$ cat src/rtl/seq_sched_pkg.sv
// Shared types, defaults and the round-robin pick helper for the
// serial pattern-match scheduler.
package seq_sched_pkg;

    // Scheduler FSM states
    typedef enum logic [1:0] {
        IDLE   = 2'd0,
        SHIFT  = 2'd1,
        DRAIN  = 2'd2,
        REPORT = 2'd3
    } state_t;

    // Default word and pattern geometry
    localparam int         DEF_WORD_W  = 8;
    localparam int         DEF_PAT_W   = 4;
    localparam logic [3:0] DEF_PATTERN = 4'b0110;

    // Widest request vector the pick helper handles
    localparam int RR_MAX = 32;

    // First set request at or after ptr, wrapping at nreq.
    // Returns ptr when nothing is set (callers only use it with req!=0).
    function automatic int rr_pick(
        input logic [RR_MAX-1:0] req,
        input int                ptr,
        input int                nreq
    );
        int   pick;
        int   idx;
        logic found;
        pick  = ptr;
        found = 1'b0;
        for (int k = 0; k < RR_MAX; k++) begin
            if (k < nreq) begin
                idx = ptr + k;
                if (idx >= nreq) begin
                    idx = idx - nreq;
                end else begin
                    idx = idx;
                end
                if (!found && req[idx]) begin
                    pick  = idx;
                    found = 1'b1;
                end else begin
                    found = found;
                end
            end else begin
                found = found;
            end
        end
        return pick;
    endfunction

endpackage

$ cat src/rtl/seq_match_core.sv
// Serial pattern matcher: a (PAT_W-1)-bit history plus a fill counter, so
// a match is only reported once a full window of the current word is seen.
module seq_match_core #(
    parameter int               PAT_W   = 4,
    parameter logic [PAT_W-1:0] PATTERN = 4'b0110
) (
    input  logic clk,
    input  logic rst,
    input  logic clr,
    input  logic bit_vld,
    input  logic bit_in,
    output logic match
);

    localparam int               FILL_W    = $clog2(PAT_W);
    localparam logic [FILL_W-1:0] FILL_FULL = FILL_W'(PAT_W - 1);

    logic [PAT_W-2:0]  hist_r;
    logic [FILL_W-1:0] fill_r;
    logic              match_r;
    logic [PAT_W-1:0]  win_s;

    // Current window: history followed by the incoming bit (oldest first)
    always_comb begin
        win_s = {hist_r, bit_in};
    end

    // History shift, fill tracking and registered match flag
    always_ff @(posedge clk or negedge rst) begin
        if (!rst) begin
            hist_r  <= {(PAT_W-1){1'b0}};
            fill_r  <= {FILL_W{1'b0}};
            match_r <= 1'b0;
        end else if (clr) begin
            hist_r  <= {(PAT_W-1){1'b0}};
            fill_r  <= {FILL_W{1'b0}};
            match_r <= 1'b0;
        end else if (bit_vld) begin
            match_r <= (fill_r == FILL_FULL) && (win_s == PATTERN);
            hist_r  <= win_s[PAT_W-2:0];
            if (fill_r != FILL_FULL) begin
                fill_r <= fill_r + FILL_W'(1'b1);
            end
        end else begin
            match_r <= 1'b0;
        end
    end

    assign match = match_r;

endmodule

$ cat src/rtl/seq_detect_scheduler.sv
// Round-robin scheduler sharing one serial pattern matcher between NREQ
// requesters. Each granted word is shifted MSB-first, hits are counted and
// the count is reported with the requester id on a one-cycle done pulse.
module seq_detect_scheduler
    import seq_sched_pkg::*;
#(
    parameter int               NREQ    = 4,
    parameter int               WORD_W  = DEF_WORD_W,
    parameter int               PAT_W   = DEF_PAT_W,
    parameter logic [PAT_W-1:0] PATTERN = PAT_W'(DEF_PATTERN),
    localparam int              IDW     = $clog2(NREQ),
    localparam int              CNT_W   = $clog2(WORD_W + 1)
) (
    input  logic                   clk,
    input  logic                   rst,
    input  logic [NREQ-1:0]        req,
    input  logic [NREQ*WORD_W-1:0] req_word,
    output logic [NREQ-1:0]        gnt,
    output logic                   busy,
    output logic                   bit_out,
    output logic                   done,
    output logic [IDW-1:0]         done_id,
    output logic [CNT_W-1:0]       hit_cnt
);

    localparam int IDX_W = $clog2(WORD_W);

    state_t              state_r;
    logic [WORD_W-1:0]   word_r;
    logic [IDW-1:0]      id_r;
    logic [IDW-1:0]      ptr_r;
    logic [IDX_W-1:0]    idx_r;
    logic [CNT_W-1:0]    cnt_r;

    logic [NREQ-1:0]     gnt_r;
    logic                busy_r;
    logic                bit_out_r;
    logic                done_r;
    logic [IDW-1:0]      done_id_r;
    logic [CNT_W-1:0]    hit_cnt_r;

    logic [RR_MAX-1:0]   req_ext_s;
    logic [IDW-1:0]      win_s;
    logic [WORD_W-1:0]   win_word_s;
    logic                any_req_s;
    logic                clr_s;
    logic                bit_vld_s;
    logic                match_s;

    // Round-robin winner among current requests and the word it carries
    always_comb begin
        req_ext_s            = {RR_MAX{1'b0}};
        req_ext_s[NREQ-1:0]  = req;
        win_s                = IDW'(rr_pick(req_ext_s, int'(ptr_r), NREQ));
        win_word_s           = req_word[win_s*WORD_W +: WORD_W];
        any_req_s            = |req;
    end

    // Engine control: wipe history on grant, feed bits only while shifting
    always_comb begin
        clr_s     = (state_r == IDLE) && any_req_s;
        bit_vld_s = (state_r == SHIFT);
    end

    seq_match_core #(
        .PAT_W   (PAT_W),
        .PATTERN (PATTERN)
    ) u_core (
        .clk     (clk),
        .rst     (rst),
        .clr     (clr_s),
        .bit_vld (bit_vld_s),
        .bit_in  (bit_out_r),
        .match   (match_s)
    );

    // Scheduler FSM: arbitration, word shifting, hit counting, result report
    always_ff @(posedge clk or negedge rst) begin
        if (!rst) begin
            state_r   <= IDLE;
            word_r    <= {WORD_W{1'b0}};
            id_r      <= {IDW{1'b0}};
            ptr_r     <= {IDW{1'b0}};
            idx_r     <= {IDX_W{1'b0}};
            cnt_r     <= {CNT_W{1'b0}};
            gnt_r     <= {NREQ{1'b0}};
            busy_r    <= 1'b0;
            bit_out_r <= 1'b0;
            done_r    <= 1'b0;
            done_id_r <= {IDW{1'b0}};
            hit_cnt_r <= {CNT_W{1'b0}};
        end else begin
            case (state_r)
                IDLE: begin
                    done_r    <= 1'b0;
                    done_id_r <= {IDW{1'b0}};
                    hit_cnt_r <= {CNT_W{1'b0}};
                    if (any_req_s) begin
                        state_r   <= SHIFT;
                        word_r    <= win_word_s;
                        id_r      <= win_s;
                        idx_r     <= IDX_W'(WORD_W - 1);
                        cnt_r     <= {CNT_W{1'b0}};
                        gnt_r     <= NREQ'(1'b1) << win_s;
                        busy_r    <= 1'b1;
                        // The MSB must be on the engine input in the first SHIFT cycle
                        bit_out_r <= win_word_s[WORD_W-1];
                        if (win_s == IDW'(NREQ - 1)) begin
                            ptr_r <= {IDW{1'b0}};
                        end else begin
                            ptr_r <= win_s + IDW'(1'b1);
                        end
                    end else begin
                        gnt_r     <= {NREQ{1'b0}};
                        busy_r    <= 1'b0;
                        bit_out_r <= 1'b0;
                    end
                end
                SHIFT: begin
                    gnt_r  <= {NREQ{1'b0}};
                    word_r <= {word_r[WORD_W-2:0], 1'b0};
                    if (match_s) begin
                        cnt_r <= cnt_r + CNT_W'(1'b1);
                    end
                    if (idx_r == {IDX_W{1'b0}}) begin
                        state_r   <= DRAIN;
                        bit_out_r <= 1'b0;
                    end else begin
                        idx_r     <= idx_r - IDX_W'(1'b1);
                        bit_out_r <= word_r[WORD_W-2];
                    end
                end
                DRAIN: begin
                    // The match from the last shifted bit lands in this cycle
                    hit_cnt_r <= cnt_r + {{(CNT_W-1){1'b0}}, match_s};
                    done_r    <= 1'b1;
                    done_id_r <= id_r;
                    state_r   <= REPORT;
                end
                REPORT: begin
                    done_r    <= 1'b0;
                    done_id_r <= {IDW{1'b0}};
                    hit_cnt_r <= {CNT_W{1'b0}};
                    busy_r    <= 1'b0;
                    state_r   <= IDLE;
                end
                default: begin
                    state_r   <= IDLE;
                    gnt_r     <= {NREQ{1'b0}};
                    busy_r    <= 1'b0;
                    bit_out_r <= 1'b0;
                    done_r    <= 1'b0;
                    done_id_r <= {IDW{1'b0}};
                    hit_cnt_r <= {CNT_W{1'b0}};
                end
            endcase
        end
    end

    assign gnt     = gnt_r;
    assign busy    = busy_r;
    assign bit_out = bit_out_r;
    assign done    = done_r;
    assign done_id = done_id_r;
    assign hit_cnt = hit_cnt_r;

endmodule

$ cat config.mk
export PLATFORM = sky130hd
export DESIGN_NAME = seq_detect_scheduler
export DESIGN_NICKNAME = d
export VERILOG_FILES = /design/src/rtl/seq_sched_pkg.sv /design/src/rtl/seq_match_core.sv /design/src/rtl/seq_detect_scheduler.sv
export SDC_FILE = /design/constraint.sdc
export NUM_CORES = 1
export LEC_CHECK = 0
export CORE_ASPECT_RATIO = 1.25
export CORE_MARGIN = 2
export CORE_UTILIZATION = 52
export CTS_CLUSTER_SIZE = 8
export DETAILED_ROUTE_END_ITERATION = 7
export GPL_ROUTABILITY_DRIVEN = 0
export PLACE_DENSITY = 0.87
export SLEW_MARGIN = 10
export SYNTH_ARGS = -nofsm -noshare
export SYNTH_HDL_FRONTEND = slang
export SYNTH_SLANG_ARGS = --single-unit
$ cat constraint.sdc
create_clock -name clk -period 3.9 [get_ports clk]
set_clock_uncertainty 0.2 [all_clocks]
set_input_delay 0.39 -clock clk [delete_from_list [all_inputs] [get_ports clk]]
set_output_delay 0.39 -clock clk [all_outputs]
set_load 0.01 [all_outputs]
Yosys cells after proc, flatten, opt, wreduce, memory -nomap -nowiden. Cells that the tools add are included.

$add $sub $neg: 12. $mul: 0. Div/mod/pow operators: 0. Magnitude comparators: 8. Eq/ne operators: 11. Shift operators: 2. Muxes and demuxes: 52. Bitwise operators: 0. Reduce and logical (&&, ||, !) cells: 23.

Operators by type and width (number): $lt A32 B7 Y1 const B (4); $mux W32 (4); $shiftx A32 B6 Y8 (1); $pmux W4 S2 (3); $bmux W1 S5 (4); $mux W2 (10); $mux W1 (16); $pmux W7 S2 (1); $mux W3 (4); $mux W4 (3); $sub A3 B3 Y4 const B (3); $reduce_bool A2 Y1 (5); $ge A3 B3 Y1 const B (3); $eq A2 B2 Y1 const B (4); $pmux W2 S4 (1); $reduce_and A2 Y1 (4); $mux W7 (1); $add A2 B2 Y3 const B (2); $ne A2 B2 Y1 const B (3); $pmux W1 S2 (3); $pmux W3 S2 (1); $reduce_and A3 Y1 (2); $logic_and A1 B1 Y1 (5); $add A2 B1 Y2 const B (2); 16 further kinds (19).

Bits in registers: 39. Bits in latches: 0. Memory bits (writable): 0. Bits in read-only memories: 0. Input bits: 38. Output and inout bits: 13. Word-level logic and storage cells: 123. Memories: 0.

Longest topological paths before layout.
Word-level depth: 18. Mapped depth: 12. Mapped depth without buffers: 11.

Hierarchy. A second synthesis with hierarchy kept.

Cells, all modules: 344. Area total of the unflattened synthesis: 3203.1 um^2.

Modules (own cells, without submodules): seq_detect_scheduler (times used 1, cells an instance 321, area each 2922.8 um^2, sequential area each 825.8 um^2); seq_match_core (times used 1, cells an instance 23, area each 280.3 um^2, sequential area each 150.1 um^2).

Worst setup path after synthesis. OpenSTA, ideal clock, no wires.

Path kind: register to register. Start: register ptr_r[0]. End: register word_r[0]. Setup time: 121 ps. Arrival time: 2646 ps. Required time: 3579 ps. Slack: 933 ps. Cell stages (with the launch flop): 12. Path buffers: 2. Period minus slack after synthesis: 2967 ps. Cell sequence: dfrtp_1 buf_6 inv_1 ha_1 inv_1 nor4_1 o32ai_4 xnor2_4 buf_12 mux2i_1 mux2i_1 a22o_1.

Cells in the longest elaborated chain, start to end: 18. Elaborated cells between the ends (all ways): 43. Classes of those cells: add/sub: 7; order compare: 4; shift: 1; mux: 25; reduce/logical: 6.

RTL lines: start, declared (RTL line seq_detect_scheduler.sv:31) `logic [IDW-1:0] ptr_r;`; start signal, assigned (RTL line seq_detect_scheduler.sv:83) `ptr_r <= {IDW{1'b0}};`; start signal, assigned (RTL line seq_detect_scheduler.sv:109) `ptr_r <= {IDW{1'b0}};`; start signal, assigned (RTL line seq_detect_scheduler.sv:111) `ptr_r <= win_s + IDW'(1'b1);`; parallel branches: the longest is 14 deep, another holds $sub A3 B3 Y4; $mux W2 * (RTL line seq_sched_pkg.sv:41) `if (!found && req[idx]) begin`; via win_s[0] (RTL line seq_detect_scheduler.sv:43) `logic [IDW-1:0] win_s;`; $shiftx A32 B6 Y8 * (RTL line seq_detect_scheduler.sv:55) `win_word_s = req_word[win_s*WORD_W +: WORD_W];`; $mux W7 * (RTL line seq_detect_scheduler.sv:98) `if (any_req_s) begin`; $pmux W7 S2 * (RTL line seq_detect_scheduler.sv:93) `case (state_r)`; end signal, assigned (RTL line seq_detect_scheduler.sv:81) `word_r <= {WORD_W{1'b0}};`; end signal, assigned (RTL line seq_detect_scheduler.sv:100) `word_r <= win_word_s;`; end signal, assigned (RTL line seq_detect_scheduler.sv:121) `word_r <= {word_r[WORD_W-2:0], 1'b0};`; end, declared (RTL line seq_detect_scheduler.sv:29) `logic [WORD_W-1:0] word_r;`.

Mark *: on every way through the listed nets, which the timed path passes. The select of a mux whose other input is x is not followed. A chain may end at the register's enable or synchronous reset.

Worst setup path in the final report.
Start: register ptr_r[0]. End: register word_r[6].

Cells in the longest elaborated chain, start to end: 18. Elaborated cells between the ends (all ways): 43. Classes of those cells: add/sub: 7; order compare: 4; shift: 1; mux: 25; reduce/logical: 6.

RTL lines (RTL line): parallel branches: the longest is 14 deep, another holds $sub A3 B3 Y4; $mux W2 * (seq_sched_pkg.sv:41); $shiftx A32 B6 Y8 * (seq_detect_scheduler.sv:55); $mux W7 * (seq_detect_scheduler.sv:98); $pmux W7 S2 * (seq_detect_scheduler.sv:93).

Every way passes the cells marked *. The select of a mux whose other input is x is not followed.

==> report_table.html <==
<table>
<tr><th>Metric</th><th>Value</th></tr>
<tr><th colspan="2">Place</th></tr>
<tr><td>Total half-perimeter wirelength after legalization and detailed placement</td><td>around 4100 µm</td></tr>
<tr><td>Number of buffers added on ports</td><td>50</td></tr>
<tr><td>Worst setup slack after placement</td><td>approximately 280 ps</td></tr>
<tr><th colspan="2">Critical path</th></tr>
<tr><td>Max Fanout on Critical Path</td><td>16</td></tr>
<tr><td>Critical path startpoint category</td><td>flop</td></tr>
<tr><td>Startpoint-to-endpoint class of the critical path</td><td>flop to flop</td></tr>
<tr><td>Number of cells traversed by the worst register-to-register path</td><td>8</td></tr>
<tr><td>Crit. End Element</td><td>flop</td></tr>
<tr><td>Capture point of the worst reg-to-reg path</td><td>word_r[6]$_DFFE_PN0P_</td></tr>
<tr><td>Critical path required time</td><td>roughly 3900 ps</td></tr>
<tr><td>R2R Path Start</td><td>ptr_r[0]$_DFFE_PN0P_</td></tr>
<tr><td>Slack of the worst reg-to-reg path</td><td>~310 ps</td></tr>
<tr><td>Data arrival time of the critical path</td><td>3550 ps</td></tr>
<tr><th colspan="2">Final layout</th></tr>
<tr><td>Area taken by flip-flops and latches</td><td>976 µm²</td></tr>
<tr><td>Filler cell count in the final layout</td><td>approximately 400</td></tr>
<tr><td>Antenna Diode Count</td><td>0</td></tr>
<tr><td>Post-layout util</td><td>0.674</td></tr>
<tr><td>Area growth from synthesis to layout</td><td>25.0%</td></tr>
<tr><td>Ratio of cells with drive above 1 in the final layout</td><td>0.106</td></tr>
<tr><td>Post-layout net count</td><td>between 300 and 400</td></tr>
<tr><td>Multi-input gate area in the final layout</td><td>about 1500 µm²</td></tr>
<tr><th colspan="2">Synth</th></tr>
<tr><td>Main synth FF type</td><td>sky130_fd_sc_hd__dfrtp_1</td></tr>
<tr><td>Asr flop ratio synth</td><td>1.00</td></tr>
<tr><td>Mean post-synth cell area</td><td>between 9 and 10 µm²</td></tr>
<tr><td>Post-synthesis cell area</td><td>~2600 µm²</td></tr>
<tr><td>Synthesized netlist cell count</td><td>257</td></tr>
<tr><td>Warning count from the yosys run</td><td>0</td></tr>
<tr><td>Part of the Yosys area used for sequential elements</td><td>0.380</td></tr>
<tr><td>Count of different cell masters after synthesis</td><td>46</td></tr>
<tr><td>Net Count, Synth</td><td>315</td></tr>
<tr><td>Count of flip-flops with a built-in enable after synthesis</td><td>0</td></tr>
<tr><td>Seq cells post-synth</td><td>39</td></tr>
<tr><th colspan="2">GRT</th></tr>
<tr><td>Via count of the first global-routing pass</td><td>around 2000</td></tr>
<tr><td>Total routing resource utilization after global routing</td><td>0.227</td></tr>
<tr><td>Maximum number of pins on one net before global-route repair</td><td>40</td></tr>
<tr><td>First-pass GRT wire length</td><td>9320 µm</td></tr>
<tr><td>Final global-route overflow total</td><td>0</td></tr>
<tr><td>Antenna violations before repair</td><td>0</td></tr>
<tr><th colspan="2">Timing</th></tr>
<tr><td>Fin crit share</td><td>0.919</td></tr>
<tr><td>Total Negative Setup Slacks</td><td>0 ps</td></tr>
<tr><td>Final setup violation count</td><td>0</td></tr>
<tr><td>Number of slew-limit violations in the final report</td><td>0</td></tr>
<tr><td>Achievable Freq</td><td>0.279 GHz</td></tr>
<tr><td>Final-layout worst hold slack</td><td>about 6 ps</td></tr>
<tr><td>Setup WS post-layout</td><td>about 310 ps</td></tr>
<tr><td>Unrepaired setup endpoints after global routing</td><td>no</td></tr>
<tr><td>Final Hold Vio Count</td><td>0</td></tr>
<tr><td>Worst-Margin Slew</td><td>around 870 ps</td></tr>
<tr><td>Min Clock Period, post-route</td><td>approximately 3600 ps</td></tr>
<tr><td>Worst max-slew margin expressed relative to the limit</td><td>0.419</td></tr>
<tr><th colspan="2">Die</th></tr>
<tr><td>DIE HEIGHT</td><td>roughly 83 µm</td></tr>
<tr><td>I/O pins</td><td>a little over 50</td></tr>
<tr><td>Core Rows</td><td>28</td></tr>
<tr><td>Die width</td><td>about 67 µm</td></tr>
<tr><td>Effective utilization at floorplan</td><td>0.539</td></tr>
<tr><td>Placeable core region</td><td>4760 µm²</td></tr>
<tr><td>Area of the die</td><td>roughly 5500 µm²</td></tr>
<tr><th colspan="2">Routing</th></tr>
<tr><td>Violation count after the first detailed-route iteration</td><td>about 120</td></tr>
<tr><td>DRC Markers</td><td>0</td></tr>
<tr><td>Total routed wirelength</td><td>5570 µm</td></tr>
<tr><td>1st-pass router iterations</td><td>4</td></tr>
<tr><td>Via total after detailed routing</td><td>about 2100</td></tr>
<tr><td>Wire length per cell after detailed routing</td><td>roughly 15 µm</td></tr>
<tr><td>Antenna Nets Post-Route</td><td>0</td></tr>
<tr><td>Via density per instance</td><td>5.76</td></tr>
<tr><th colspan="2">Clocking</th></tr>
<tr><td>Number of gates resized after cts</td><td>0</td></tr>
<tr><td>Clock transition at the registers of the reported paths</td><td>70 ps</td></tr>
<tr><td>Cell at the root of the clock tree</td><td>sky130_fd_sc_hd__clkbuf_8</td></tr>
<tr><td>Num CTS Buffers</td><td>5</td></tr>
<tr><td>Number of buffers inserted to repair setup after CTS</td><td>0</td></tr>
<tr><td>Clock insertion delay at the later pin of the skew report</td><td>290 ps</td></tr>
<tr><td>Clock tree from TritonCTS</td><td>built</td></tr>
<tr><td>H-tree depth</td><td>2</td></tr>
<tr><td>Hold buffers post-CTS</td><td>0</td></tr>
<tr><td>Worst-case clock buffer depth</td><td>2</td></tr>
<tr><td>CTS Sinks</td><td>39</td></tr>
<tr><th colspan="2">Flow run</th></tr>
<tr><td>Total of max-cap violations</td><td>0</td></tr>
<tr><th colspan="2">Power and ir drop</th></tr>
<tr><td>Largest vdd supply drop</td><td>between 0.5 and 0.6 mV</td></tr>
<tr><td>Reported leakage power</td><td>roughly 1.5 nW</td></tr>
<tr><td>Power per cell area</td><td>about 820 nW/µm²</td></tr>
<tr><th colspan="2">Worst hold path</th></tr>
<tr><td>Hold Path Class</td><td>input port to asynchronous set/reset pin</td></tr>
<tr><th colspan="2">Status</th></tr>
<tr><td>Status</td><td>complete, no violations</td></tr>
</table>
## placed cells by master (no fill, tap or decap), drive strengths merged, types with 2 or more instances in the layout
| cell type | netlist | layout |
|---|---|---|
| a21o | 2 | 2 |
| a21oi | 14 | 14 |
| a22o | 5 | 5 |
| a31oi | 7 | 7 |
| buf | 4 | 7 |
| clkbuf | 6 | 6 |
| clkdlybuf4s50 | 0 | 49 |
| dfrtp | 39 | 39 |
| ha | 20 | 20 |
| inv | 11 | 11 |
| mux2 | 12 | 12 |
| mux2i | 17 | 17 |
| mux4 | 2 | 2 |
| nand2 | 34 | 34 |
| nand2b | 7 | 7 |
| nand3 | 14 | 14 |
| nor2 | 12 | 12 |
| nor2b | 2 | 2 |
| nor3 | 3 | 3 |
| nor3b | 2 | 2 |
| nor4 | 2 | 2 |
| o211ai | 2 | 2 |
| o21ai | 19 | 19 |
| or2 | 2 | 2 |
| xnor2 | 3 | 3 |
## stage by stage
step / instance area (µm²) / instances / power (W)
after global routing: 3210 / 370 / 0.00284
final: 3210 / 370 / 0.00262
after CTS: 3210 / 370 / 0.00263
after floorplan: 2570 / 257 / 0.00195
after global placement: 3110 / 363 / 0.00221
after detailed placement: 3110 / 363 / 0.00229
## cell type report
| class | instances | share of cell area |
|---|---|---|
| Clock inverter | 1 | 0.00935 |
| Multi-Input combinational cell | 197 | 0.460 |
| Timing Repair Buffer | 56 | 0.168 |
| Tap cell | 60 | 0.0234 |
| Inverter | 11 | 0.0129 |
| Sequential cell | 39 | 0.304 |
| Clock buffer | 6 | 0.0226 |
## cell families (layout without fill, tap and decap cells)
logic type / after synthesis / count (layout) / share of synthesized area
AND/OR/NAND/NOR: 83 / 83 / 0.158
AO/OA/AOI/OAI: 59 / 59 / 0.157
flip-flops: 39 / 39 / 0.380
multiplexers: 31 / 31 / 0.141
buffers and inverters: 21 / 74 / 0.0458
adder cells (fa/ha/maj): 20 / 20 / 0.0974
XOR/XNOR: 4 / 4 / 0.0209
## how the worst max path moves through the flow
stage	endpoint	slack [ps]	startpoint
final	word_r[6]$_DFFE_PN0P_	310	ptr_r[0]$_DFFE_PN0P_
after global routing	word_r[6]$_DFFE_PN0P_	40	ptr_r[0]$_DFFE_PN0P_
after CTS	word_r[6]$_DFFE_PN0P_	320	ptr_r[0]$_DFFE_PN0P_
after detailed placement	word_r[6]$_DFFE_PN0P_	280	req[0]
after global placement	word_r[2]$_DFFE_PN0P_	470	req[0]
after floorplan	word_r[0]$_DFFE_PN0P_	930	ptr_r[0]$_DFFE_PN0P_
## report_power, final
part	switching [W]	total, W	leakage (nW)	internal, W
Combinational	0.000901	0.00164	0.917	0.000736
Clock	0.000141	0.000328	0.0513	0.000188
Sequential	0.000108	0.000654	0.490	0.000546
## routing by layer
metal	vias to the layer above	part of all wire	track usage
met4	0	0.017	0.0755
li1	1027	-	-
met1	1030	0.40	0.258
met5	-	0	0
met3	9	0.047	0.0569
met2	64	0.54	0.411
## critical path, cell delays in order (launching register included)
cell and delay (ps):
sky130_fd_sc_hd__dfrtp_1 610, sky130_fd_sc_hd__inv_1 90, sky130_fd_sc_hd__ha_1 410, sky130_fd_sc_hd__nor3_1 650, sky130_fd_sc_hd__o32ai_4 260, sky130_fd_sc_hd__xnor2_4 530
sky130_fd_sc_hd__mux2_2 410, sky130_fd_sc_hd__a31oi_1 180, sky130_fd_sc_hd__o21ai_0 110
## cell usage after synthesis (3+ instances only)
| cell type | number | area, µm² |
|---|---|---|
| sky130_fd_sc_hd__buf_6 | 3 | 33.8 |
| sky130_fd_sc_hd__o21ai_0 | 18 | 90.1 |
| sky130_fd_sc_hd__ha_1 | 20 | 250 |
| sky130_fd_sc_hd__a21oi_1 | 14 | 70.1 |
| sky130_fd_sc_hd__mux2_2 | 11 | 124 |
| sky130_fd_sc_hd__dfrtp_1 | 39 | 976 |
| sky130_fd_sc_hd__mux2i_1 | 16 | 160 |
| sky130_fd_sc_hd__nor3_1 | 3 | 15.0 |
| sky130_fd_sc_hd__nand2b_1 | 7 | 43.8 |
| sky130_fd_sc_hd__nand3_1 | 13 | 65.1 |
| sky130_fd_sc_hd__a31oi_1 | 7 | 43.8 |
| sky130_fd_sc_hd__clkbuf_1 | 6 | 22.5 |
| sky130_fd_sc_hd__inv_1 | 11 | 41.3 |
| sky130_fd_sc_hd__nand2_1 | 34 | 128 |
| sky130_fd_sc_hd__nor2_1 | 12 | 45.0 |
| sky130_fd_sc_hd__a22o_1 | 5 | 43.8 |
## registers in the layout, summed over array words and instances, names as in the netlist, 2 cells and up
register,cells
done_id,2
ptr_r,2
state_r,2
u_core.hist_r,3
hit_cnt,4
gnt,4
word_r,7
id_r,2
cnt_r,4
u_core.fill_r,2
idx_r,3
Note: power is estimated with default switching activity, not from simulation.
